[src/rtl/noc_parameters_pkg.sv]
// Noc_parameters: shared NoC constants and types.
// Latency: n/a (declarations only).
// Backpressure: n/a.
// Contents: default flit width, local channel count, arbiter state encoding,
// and a helper that sizes requester index fields.
package Noc_parameters;

  localparam int Noc_Data_Width = 32;
  localparam int NOC_NUM_CH     = 2;

  typedef enum logic {
    ARB_IDLE   = 1'b0,
    ARB_LOCKED = 1'b1
  } arb_state_e;

  // Index width that stays at least 1 bit for a single requester.
  function automatic int idx_width(input int n);
    return (n > 1) ? $clog2(n) : 1;
  endfunction

endpackage

[src/rtl/noc_rr_lock_arbiter.sv]
// noc_rr_lock_arbiter: per-channel round-robin arbiter that locks onto a packet owner.
// Latency: selection is combinational (0 cycles); state updates on the transfer edge.
// Backpressure: state only advances on xfer_i (valid & ready seen by the top).
// Ports:
//   noc_clk_i, noc_rst_i       clock, synchronous active-high reset
//   cand_i                     header candidates for this channel (IDLE arbitration)
//   owner_ok_i                 requesters currently targeting this channel
//   xfer_i, xfer_tail_i        a flit moved this cycle, and whether it was a tail
//   sel_vld_o, sel_idx_o       selected requester
//   pkt_cnt_o                  completed packet counter (wraps)
module noc_rr_lock_arbiter
  import Noc_parameters::*;
#(
  parameter int NUM_REQ = 4,
  parameter int CNT_W   = 16,
  parameter int IDX_W   = idx_width(NUM_REQ)
) (
  input  logic               noc_clk_i,
  input  logic               noc_rst_i,
  input  logic [NUM_REQ-1:0] cand_i,
  input  logic [NUM_REQ-1:0] owner_ok_i,
  input  logic               xfer_i,
  input  logic               xfer_tail_i,
  output logic               sel_vld_o,
  output logic [IDX_W-1:0]   sel_idx_o,
  output logic [CNT_W-1:0]   pkt_cnt_o
);

  arb_state_e       state_q, state_d;
  logic [IDX_W-1:0] owner_q, owner_d;
  logic [IDX_W-1:0] ptr_q,   ptr_d;
  logic [CNT_W-1:0] cnt_q,   cnt_d;

  logic             win_vld;
  logic [IDX_W-1:0] win_idx;
  logic [IDX_W-1:0] win_nxt;
  logic [IDX_W:0]   scan;

  // First candidate at or after the pointer, wrapping modulo NUM_REQ.
  always_comb begin
    win_vld = 1'b0;
    win_idx = '0;
    scan    = '0;
    for (int k = 0; k < NUM_REQ; k++) begin
      scan = {1'b0, ptr_q} + (IDX_W+1)'(k);
      if (scan >= (IDX_W+1)'(NUM_REQ)) begin
        scan = scan - (IDX_W+1)'(NUM_REQ);
      end
      if (!win_vld && cand_i[scan[IDX_W-1:0]]) begin
        win_vld = 1'b1;
        win_idx = scan[IDX_W-1:0];
      end
    end
  end

  assign win_nxt = (win_idx == IDX_W'(NUM_REQ-1)) ? '0 : win_idx + IDX_W'(1);

  // While locked only the owner is selected; its channel match guards against
  // a requester ever being selected on both channels at once.
  always_comb begin
    if (state_q == ARB_LOCKED) begin
      sel_vld_o = owner_ok_i[owner_q];
      sel_idx_o = owner_q;
    end else begin
      sel_vld_o = win_vld;
      sel_idx_o = win_idx;
    end
  end

  always_comb begin
    state_d = state_q;
    owner_d = owner_q;
    ptr_d   = ptr_q;
    cnt_d   = cnt_q;
    case (state_q)
      ARB_IDLE: begin
        // Only headers can win in IDLE, so any transfer here starts a packet.
        if (xfer_i) begin
          ptr_d = win_nxt;
          if (xfer_tail_i) begin
            cnt_d = cnt_q + CNT_W'(1);
          end else begin
            state_d = ARB_LOCKED;
            owner_d = win_idx;
          end
        end
      end
      ARB_LOCKED: begin
        if (xfer_i && xfer_tail_i) begin
          state_d = ARB_IDLE;
          cnt_d   = cnt_q + CNT_W'(1);
        end
      end
      default: state_d = ARB_IDLE;
    endcase
  end

  always_ff @(posedge noc_clk_i) begin
    if (noc_rst_i) begin
      state_q <= ARB_IDLE;
      owner_q <= '0;
      ptr_q   <= '0;
      cnt_q   <= '0;
    end else begin
      state_q <= state_d;
      owner_q <= owner_d;
      ptr_q   <= ptr_d;
      cnt_q   <= cnt_d;
    end
  end

  assign pkt_cnt_o = cnt_q;

endmodule

[src/rtl/noc_inject_arbiter.sv]
// noc_inject_arbiter: shares two router local injection channels among NUM_REQ requesters.
// Latency: 0 cycles, grant and flit mux are combinational; packets lock a channel header..tail.
// Backpressure: req_ready mirrors the selected channel's send_ready; VCready gates headers only.
// Ports:
//   noc_clk, noc_rst                       clock, synchronous active-high reset
//   req_valid/ready/flit/is_header/is_tail per-requester flit interface
//   req_vc_sel                             target channel per requester
//   chN_send_*                             router local channel N (N = 0, 1)
//   chN_pkt_cnt                            packets completed on channel N
module noc_inject_arbiter
  import Noc_parameters::*;
#(
  parameter int NUM_REQ = 4,
  parameter int FLIT_W  = Noc_Data_Width,
  parameter int CNT_W   = 16
) (
  input  logic                      noc_clk,
  input  logic                      noc_rst,
  input  logic [NUM_REQ-1:0]        req_valid,
  output logic [NUM_REQ-1:0]        req_ready,
  input  logic [NUM_REQ*FLIT_W-1:0] req_flit,
  input  logic [NUM_REQ-1:0]        req_is_header,
  input  logic [NUM_REQ-1:0]        req_is_tail,
  input  logic [NUM_REQ-1:0]        req_vc_sel,
  output logic                      ch0_send_valid,
  input  logic                      ch0_send_ready,
  output logic [FLIT_W-1:0]         ch0_send_flit,
  input  logic                      ch0_send_VCready,
  output logic                      ch0_send_is_header,
  output logic                      ch0_send_is_tail,
  output logic [CNT_W-1:0]          ch0_pkt_cnt,
  output logic                      ch1_send_valid,
  input  logic                      ch1_send_ready,
  output logic [FLIT_W-1:0]         ch1_send_flit,
  input  logic                      ch1_send_VCready,
  output logic                      ch1_send_is_header,
  output logic                      ch1_send_is_tail,
  output logic [CNT_W-1:0]          ch1_pkt_cnt
);

  localparam int IDX_W = idx_width(NUM_REQ);

  logic [NOC_NUM_CH-1:0] ch_ready;
  logic [NOC_NUM_CH-1:0] ch_vcready;

  assign ch_ready   = {ch1_send_ready,   ch0_send_ready};
  assign ch_vcready = {ch1_send_VCready, ch0_send_VCready};

  for (genvar c = 0; c < NOC_NUM_CH; c++) begin : g_ch
    logic [NUM_REQ-1:0] on_ch;
    logic [NUM_REQ-1:0] cand;
    logic               sel_vld;
    logic [IDX_W-1:0]   sel_idx;
    logic               xfer;
    logic               vld;
    logic               hdr;
    logic               tail;
    logic [FLIT_W-1:0]  flit;
    logic [NUM_REQ-1:0] rdy;
    logic [CNT_W-1:0]   pkt_cnt;

    assign on_ch = (c == 0) ? ~req_vc_sel : req_vc_sel;
    assign cand  = req_valid & req_is_header & on_ch & {NUM_REQ{ch_vcready[c]}};
    assign xfer  = vld & ch_ready[c];

    noc_rr_lock_arbiter #(
      .NUM_REQ (NUM_REQ),
      .CNT_W   (CNT_W),
      .IDX_W   (IDX_W)
    ) u_arb (
      .noc_clk_i   (noc_clk),
      .noc_rst_i   (noc_rst),
      .cand_i      (cand),
      .owner_ok_i  (on_ch),
      .xfer_i      (xfer),
      .xfer_tail_i (tail),
      .sel_vld_o   (sel_vld),
      .sel_idx_o   (sel_idx),
      .pkt_cnt_o   (pkt_cnt)
    );

    // Outputs are forced quiet while reset is asserted, whatever the requesters drive.
    always_comb begin
      vld  = 1'b0;
      hdr  = 1'b0;
      tail = 1'b0;
      flit = '0;
      rdy  = '0;
      if (!noc_rst && sel_vld) begin
        vld          = req_valid[sel_idx];
        hdr          = req_is_header[sel_idx];
        tail         = req_is_tail[sel_idx];
        flit         = req_flit[sel_idx*FLIT_W +: FLIT_W];
        rdy[sel_idx] = ch_ready[c];
      end
    end
  end

  assign req_ready          = g_ch[0].rdy | g_ch[1].rdy;

  assign ch0_send_valid     = g_ch[0].vld;
  assign ch0_send_flit      = g_ch[0].flit;
  assign ch0_send_is_header = g_ch[0].hdr;
  assign ch0_send_is_tail   = g_ch[0].tail;
  assign ch0_pkt_cnt        = g_ch[0].pkt_cnt;

  assign ch1_send_valid     = g_ch[1].vld;
  assign ch1_send_flit      = g_ch[1].flit;
  assign ch1_send_is_header = g_ch[1].hdr;
  assign ch1_send_is_tail   = g_ch[1].tail;
  assign ch1_pkt_cnt        = g_ch[1].pkt_cnt;

endmodule
[config.mk]
export PLATFORM = sky130hd
export DESIGN_NAME = noc_inject_arbiter
export DESIGN_NICKNAME = d
export VERILOG_FILES = /design/src/rtl/noc_parameters_pkg.sv /design/src/rtl/noc_rr_lock_arbiter.sv /design/src/rtl/noc_inject_arbiter.sv
export SDC_FILE = /design/constraint.sdc
export NUM_CORES = 1
export LEC_CHECK = 0
export CAP_MARGIN = 20
export CORE_MARGIN = 2
export CORE_UTILIZATION = 40
export DETAILED_ROUTE_END_ITERATION = 10
export GPL_ROUTABILITY_DRIVEN = 0
export PLACE_DENSITY_LB_ADDON = 0.2
export SETUP_SLACK_MARGIN = 0.5
export SLEW_MARGIN = 20
export SYNTH_ARGS = -nofsm -noshare
export SYNTH_HDL_FRONTEND = slang
export SYNTH_SLANG_ARGS = --single-unit
[constraint.sdc]
create_clock -name noc_clk -period 10.2 [get_ports noc_clk]
set_clock_uncertainty 0.1 [all_clocks]
set_input_delay 2.04 -clock noc_clk [delete_from_list [all_inputs] [get_ports noc_clk]]
set_output_delay 2.04 -clock noc_clk [all_outputs]
set_load 0.02 [all_outputs]
==> results of run 1 <==
-- how the worst max path moves through the flow --
stage	endpoint	from	cells past startpoint	slack (ns)
finish	ch1_send_flit[6]	req_valid[1]	10	2.37
global placement	ch1_send_flit[2]	req_valid[1]	10	2.45
floorplan	ch0_send_flit[14]	req_vc_sel[1]	9	3.72
global route	ch1_send_flit[2]	ch1_send_VCready	10	2.10
detailed placement	ch1_send_flit[2]	req_is_header[1]	10	2.39
CTS	ch1_send_flit[2]	req_is_header[1]	10	2.38
-- report_power, final --
group	leakage, nW	total (mW)	switching [mW]	internal [mW]
logic	2.62	0.247	0.125	0.121
registers	0.339	0.168	0.00223	0.165
clock network	0.0640	0.150	0.0603	0.0895
total	3.02	0.564	0.188	0.376
-- metal layers --
| metal | routed length [µm] | vias to the layer above | global-route usage |
|---|---|---|---|
| li1 | - | 3162 | - |
| met2 | 9090 | 230 | 0.454 |
| met4 | 428 | 0 | 0.0762 |
| met1 | 7980 | 2966 | 0.346 |
| met5 | 0 | - | 0 |
| met3 | 1370 | 25 | 0.0387 |
-- area by class of cell --
class | count | area (µm²) | area share
repair buffers | 263 | 2610 | 0.338
inverters | 13 | 48.8 | 0.00631
well taps | 168 | 210 | 0.0272
multi-input cells | 630 | 3880 | 0.502
clock buffers | 7 | 133 | 0.0172
flip-flops and latches | 42 | 841 | 0.109
-- cells in the mapped netlist, drive strengths merged (2+ instances only) --
cell type | number | area, µm²
a211oi | 70 | 538
a21oi | 24 | 128
a221oi | 2 | 17.5
a22oi | 2 | 20.0
and2 | 6 | 37.5
and3 | 37 | 231
and4 | 4 | 35.0
and4b | 3 | 30.0
buf | 13 | 76.3
clkbuf | 51 | 191
dfxtp | 42 | 841
ha | 4 | 50.1
inv | 13 | 48.8
mux2 | 2 | 22.5
mux2i | 50 | 500
mux4 | 2 | 45.0
nand2 | 159 | 599
nand3 | 86 | 430
nand4 | 13 | 87.6
nand4b | 4 | 35.0
nor2 | 35 | 134
nor2b | 35 | 219
nor3 | 15 | 75.1
nor4 | 2 | 18.8
o21ai | 12 | 60.1
o221ai | 4 | 35.0
o2bb2ai | 3 | 26.3
o311ai | 3 | 26.3
o31ai | 9 | 67.6
o41ai | 4 | 42.6
or2 | 3 | 18.8
or3 | 6 | 37.5
or3b | 2 | 20.0
or4 | 10 | 75.1
xnor2 | 10 | 87.6
-- metrics by stage --
stage | instances | instance area (µm²) | util | total power, mW | hold slack (ns)
after floorplan | 749 | 5010 | - | 0.297 | 0.372
after global placement | 1116 | 7590 | 0.627 | 0.416 | 0.355
after detailed placement | 1116 | 7590 | 0.627 | 0.417 | 0.356
after CTS | 1123 | 7730 | 0.638 | 0.567 | 0.377
after global routing | 1123 | 7730 | 0.638 | 0.592 | 0.401
final | 1123 | 7730 | 0.638 | 0.564 | 0.371
-- state kept, by name, summed over array words and instances, names as in the netlist, named ones only --
name                  count
g_ch.u_arb.owner_q        4
g_ch.u_arb.pkt_cnt_o     32
g_ch.u_arb.ptr_q          4
-- cell usage in the layout (no fill, tap or decap), drive strengths merged, types with 10 or more instances in the layout --
master	n
clkdlybuf4s50	255
nand2	159
nor2b	35
nor3	15
inv	13
and3	37
o21ai	12
nand3	86
nor2	35
a21oi	24
xnor2	10
a211oi	70
nand4	13
mux2i	50
dfxtp	42
or4	10
-- cell families (layout without fill, tap and decap cells) --
logic type               after synthesis  in the layout  share of synthesized area
AND/OR/NAND/NOR                      421            421                      0.418
AO/OA/AOI/OAI                        140            140                      0.208
buffers and inverters                 77            283                     0.0632
multiplexers                          54             54                      0.113
flip-flops                            42             42                      0.168
XOR/XNOR                              11             11                     0.0192
adder cells (fa/ha/maj)                4              4                    0.00999
==> impl_metrics.env, run 1 <==
export IMPL_min_from="g_ch[0].u_arb.pkt_cnt_o[15]$_SDFFE_PP0P_"
export IMPL_ff2ff_path_depth=8
export IMPL_finalHoldViolCount=0
export IMPL_grt_pass1_wl_um=28900
export IMPL_nets=1109
export IMPL_ys_types=57
export IMPL_path_buf_inv=3
export IMPL_first_pass_iters=6
export IMPL_period_needed_ns=7.83
export IMPL_fin_ws_ns=2.37
export IMPL_synth_seq_cells=42
export IMPL_cp_slowest_cell="or2_2"
export IMPL_cts_repair_resized=0
export IMPL_die_height_um=116
export IMPL_hold_depth=1
export IMPL_max_stage_delay_ns=0.67
export IMPL_r2r_start="g_ch[1].u_arb.ptr_q[1]$_SDFFE_PP0P_"
export IMPL_hp_class="register to register"
export IMPL_vias=6383
export IMPL_clk_pin_slew_ns=0.05
export IMPL_setup_viol_count_final=0
export IMPL_io_pins=256
export IMPL_h_tree_depth=2
export IMPL_peakVddDrop_v=0.000107
export IMPL_period_share=0.768
export IMPL_async_flop_share=0
export IMPL_fill_cells=1125
export IMPL_path_class="input pin to output pin"
export IMPL_synth_top_flop_cell="dfxtp_1"
export IMPL_required_ns=8.06
export IMPL_power_per_cell_area_mw_per_mm2=73.0
export IMPL_fmax_ghz=0.128
export IMPL_cts_tree="yes"
export IMPL_rows=40
export IMPL_viasPerCell=5.68
export IMPL_route_detailed_drc=0
export IMPL_grt_usage=0.265
export IMPL_root_buffer="clkbuf_16"
export IMPL_dp_final_hpwl_um=13600
export IMPL_tightest_slew_ns=1.03
export IMPL_dieArea_mm2=0.0134
export IMPL_numCtsBuffers=5
export IMPL_area_growth_synth_to_final_pct=54.2
export IMPL_grt_max_degree=68
export IMPL_drive_gt1_frac=0.0377
export IMPL_dieWidth_um=116
export IMPL_worst_r2r_setup_slack_ns=6.43
export IMPL_grt_pass1_vias=5617
export IMPL_grt_overflow=0
export IMPL_ant_nets=0
export IMPL_cts_hold_buffers_added=0
export IMPL_wire_per_inst_um=16.8
export IMPL_rr_endpoint="g_ch[1].u_arb.pkt_cnt_o[12]$_SDFFE_PP0P_"
export IMPL_power_leakage_nw=3.02
export IMPL_worst_setup_path_end_kind="output pin"
export IMPL_synth_nets=903
export IMPL_io_buffers=255
export IMPL_start_util=0.414
export IMPL_crit_path_max_fanout=35
export IMPL_cts_buffer_depth=2
export IMPL_tns_ns=0
export IMPL_start_kind="input pin"
export IMPL_drt_wl_total_um=18900
export IMPL_cap_violations=0
export IMPL_clock_sinks=42
export IMPL_core_mm2=0.0121
export IMPL_arrival_ns=5.69
export IMPL_synth_area_mm2=0.00501
export IMPL_hold_end="g_ch[0].u_arb.pkt_cnt_o[15]$_SDFFE_PP0P_"
export IMPL_clk_insertion_delay_late_ns=0.29
export IMPL_yosys_warnings=0
export IMPL_path_cells="clkdlybuf4s50_1, and4_1, a21oi_2, o41ai_2, or2_2, buf_4, nand2_1, nand3_1, and3_1, clkdlybuf4s50_1"
export IMPL_status="complete, no violations"
export IMPL_dr_first_iter_drc_count=453
export IMPL_crit_top_cell="clkdlybuf4s50_1"
export IMPL_drv_slew=0
export IMPL_cts_setup_buffers=0
export IMPL_diodes=0
export IMPL_synth_edff_count=0
export IMPL_grt_antenna_before_repair=0
export IMPL_netlist_instances=749
export IMPL_critPathTopFamily="buffers and inverters"
export IMPL_dp_slack_ns=2.39
export IMPL_synth_seq_area_share=0.168
export IMPL_syn_avg_cell_area_um2=6.69
export IMPL_rsz0062_at_grt="no"
export IMPL_slew_headroom=0.312
Note: power is estimated with default switching activity, not from simulation.
==> inputs of run 2 (changes only) <==
--- a/config.mk
+++ b/config.mk
@@ -7,7 +7,7 @@
 export LEC_CHECK = 0
 export CAP_MARGIN = 20
 export CORE_MARGIN = 2
-export CORE_UTILIZATION = 40
+export CORE_UTILIZATION = 37
 export DETAILED_ROUTE_END_ITERATION = 10
 export GPL_ROUTABILITY_DRIVEN = 0
 export PLACE_DENSITY_LB_ADDON = 0.2
==> constraint.sdc (replaced) <==
create_clock -name noc_clk -period 7.2 [get_ports noc_clk]
set_clock_uncertainty 0.1 [all_clocks]
set_input_delay 1.44 -clock noc_clk [delete_from_list [all_inputs] [get_ports noc_clk]]
set_output_delay 1.44 -clock noc_clk [all_outputs]
set_load 0.02 [all_outputs]
==> run 2 against run 1 <==
Register-to-register slack worse by 2.4 ns. Design area increased by 1.4%. Via count up 0.47%. Cell count grew 1.2%. Count of clock-buffer cells in the layout shrank 2.
==> impl_metrics.env, run 2 (same netlist as run 1, synthesis figures left out) <==
export IMPL_rsz0062_at_grt="no"
export IMPL_viasPerCell=5.65
export IMPL_required_ns=5.66
export IMPL_h_tree_depth=2
export IMPL_drv_slew=0
export IMPL_peakVddDrop_v=0.000128
export IMPL_use_met3=0.0349
export IMPL_crit_path_max_fanout=36
export IMPL_min_from="g_ch[0].u_arb.pkt_cnt_o[15]$_SDFFE_PP0P_"
export IMPL_start_util=0.378
export IMPL_power_leakage_nw=3.07
export IMPL_max_stage_delay_ns=0.66
export IMPL_dr_first_iter_drc_count=389
export IMPL_startpoint="req_valid[1]"
export IMPL_wire_per_inst_um=17.0
export IMPL_start_kind="input pin"
export IMPL_nets=1114
export IMPL_dp_final_hpwl_um=14100
export IMPL_grt_pass1_wl_um=30400
export IMPL_tightest_slew_ns=1.02
export IMPL_cts_setup_buffers=0
export IMPL_root_buffer="clkbuf_16"
export IMPL_cap_violations=0
export IMPL_vias=6413
export IMPL_path_class="input pin to output pin"
export IMPL_diodes=0
export IMPL_tns_ns=0
export IMPL_cts_repair_resized=0
export IMPL_ant_nets=0
export IMPL_drt_wl_total_um=19300
export IMPL_slew_headroom=0.321
export IMPL_route_detailed_drc=0
export IMPL_arrival_ns=4.79
export IMPL_cp_slowest_cell="clkdlybuf4s50_1"
export IMPL_io_pins=256
export IMPL_grt_use_met2=0.430
export IMPL_grt_antenna_before_repair=0
export IMPL_clock_sinks=42
export IMPL_rows=42
export IMPL_die_height_um=120
export IMPL_layout_commonest_cell="clkdlybuf4s50_1"
export IMPL_numCtsBuffers=5
export IMPL_final_cell_mix="clkdlybuf4s50_1, nand2_1, nand3_1, a211oi_1, mux2i_1"
export IMPL_largest_reg_flops=32
export IMPL_fmax_ghz=0.158
export IMPL_dieArea_mm2=0.0145
export IMPL_core_mm2=0.0132
export IMPL_period_needed_ns=6.33
export IMPL_setup_viol_count_final=0
export IMPL_drive_gt1_frac=0.0448
export IMPL_status="complete, no violations"
export IMPL_grt_usage=0.256
export IMPL_grt_overflow=0
export IMPL_hp_class="register to register"
export IMPL_power_per_cell_area_mw_per_mm2=103
export IMPL_cts_buffer_depth=2
export IMPL_grt_pass1_vias=5706
export IMPL_finalHoldViolCount=0
export IMPL_met1_usage=0.341
export IMPL_clk_insertion_delay_late_ns=0.28
export IMPL_r2r_start="g_ch[1].u_arb.ptr_q[1]$_SDFFE_PP0P_"
export IMPL_path_cells="clkdlybuf4s50_1, and4b_1, a222oi_1, a41oi_4, buf_16, buf_12, nor2b_1, a211oi_1, a211oi_1, clkdlybuf4s50_1"
export IMPL_period_share=0.879
export IMPL_dieWidth_um=120
export IMPL_top_usage_layer="met2"
export IMPL_cts_tree="yes"
export IMPL_clk_pin_slew_ns=0.06
export IMPL_io_buffers=255
export IMPL_area_growth_synth_to_final_pct=56.4
export IMPL_power_total_mw=0.807
export IMPL_grt_max_degree=68
export IMPL_cts_hold_buffers_added=0
export IMPL_first_pass_iters=5
export IMPL_worst_setup_path_end_kind="output pin"
-- run 2: cell count changes in the layout (fill, tap and decap cells not counted) --
cell	delta
buf_12	+3
clkinv_2	+2
buf_16	+1
clkbuf_1	-2
buf_4	+1
-- run 2: stage by stage --
stage / area (µm²) / cells / utilization / setup WS (ns) / hold WS (ns)
CTS: 7810 / 1135 / 0.590 / 0.711 / 0.371
detailed placement: 7670 / 1128 / 0.579 / 0.755 / 0.356
global route: 7840 / 1136 / 0.592 / 0.613 / 0.392
global placement: 7670 / 1128 / 0.579 / 0.772 / 0.355
finish: 7840 / 1136 / 0.592 / 0.868 / 0.366
floorplan: 5010 / 749 / - / 1.92 / 0.372
-- run 2: layer usage --
metal  wire length [µm]  up-vias
li1                   -     3171
met1               8250     2966
met2               9250      252
met3               1410       24
met4                423        0
met5                  0        -
-- run 2: critical path: cells and delay by family --
family | cells | cell delay [ns]
compound gates | 4 | 1.29
buf+inv | 4 | 1.63
simple gates | 2 | 0.41
-- run 2: area by class of cell --
type | instances | area [µm²]
Clock buffer | 5 | 125
Clock inverter | 2 | 10.0
Fill cell | 1255 | 5410
Inverter | 13 | 48.8
Multi-Input combinational cell | 630 | 3880
Sequential cell | 42 | 841
Tap cell | 176 | 220
Timing Repair Buffer | 268 | 2710
-- run 2: power by group --
| group | internal (mW) | leakage [nW] | total (mW) | switching [mW] |
|---|---|---|---|---|
| clock | 0.125 | 0.0694 | 0.212 | 0.0873 |
| sequential | 0.234 | 0.339 | 0.237 | 0.00314 |
| combinational | 0.177 | 2.66 | 0.357 | 0.180 |
-- run 2: worst paths after layout --
path                                              endpoint  slack (ns)  cells after the start
setup / recovery                          ch0_send_flit[0]        0.87                     10
hold / removal    g_ch[0].u_arb.pkt_cnt_o[15]$_SDFFE_PP0P_        0.37                      1
setup reg to reg   g_ch[1].u_arb.pkt_cnt_o[9]$_SDFFE_PP0P_        3.99                      9
hold reg to reg   g_ch[0].u_arb.pkt_cnt_o[15]$_SDFFE_PP0P_        0.37                      1
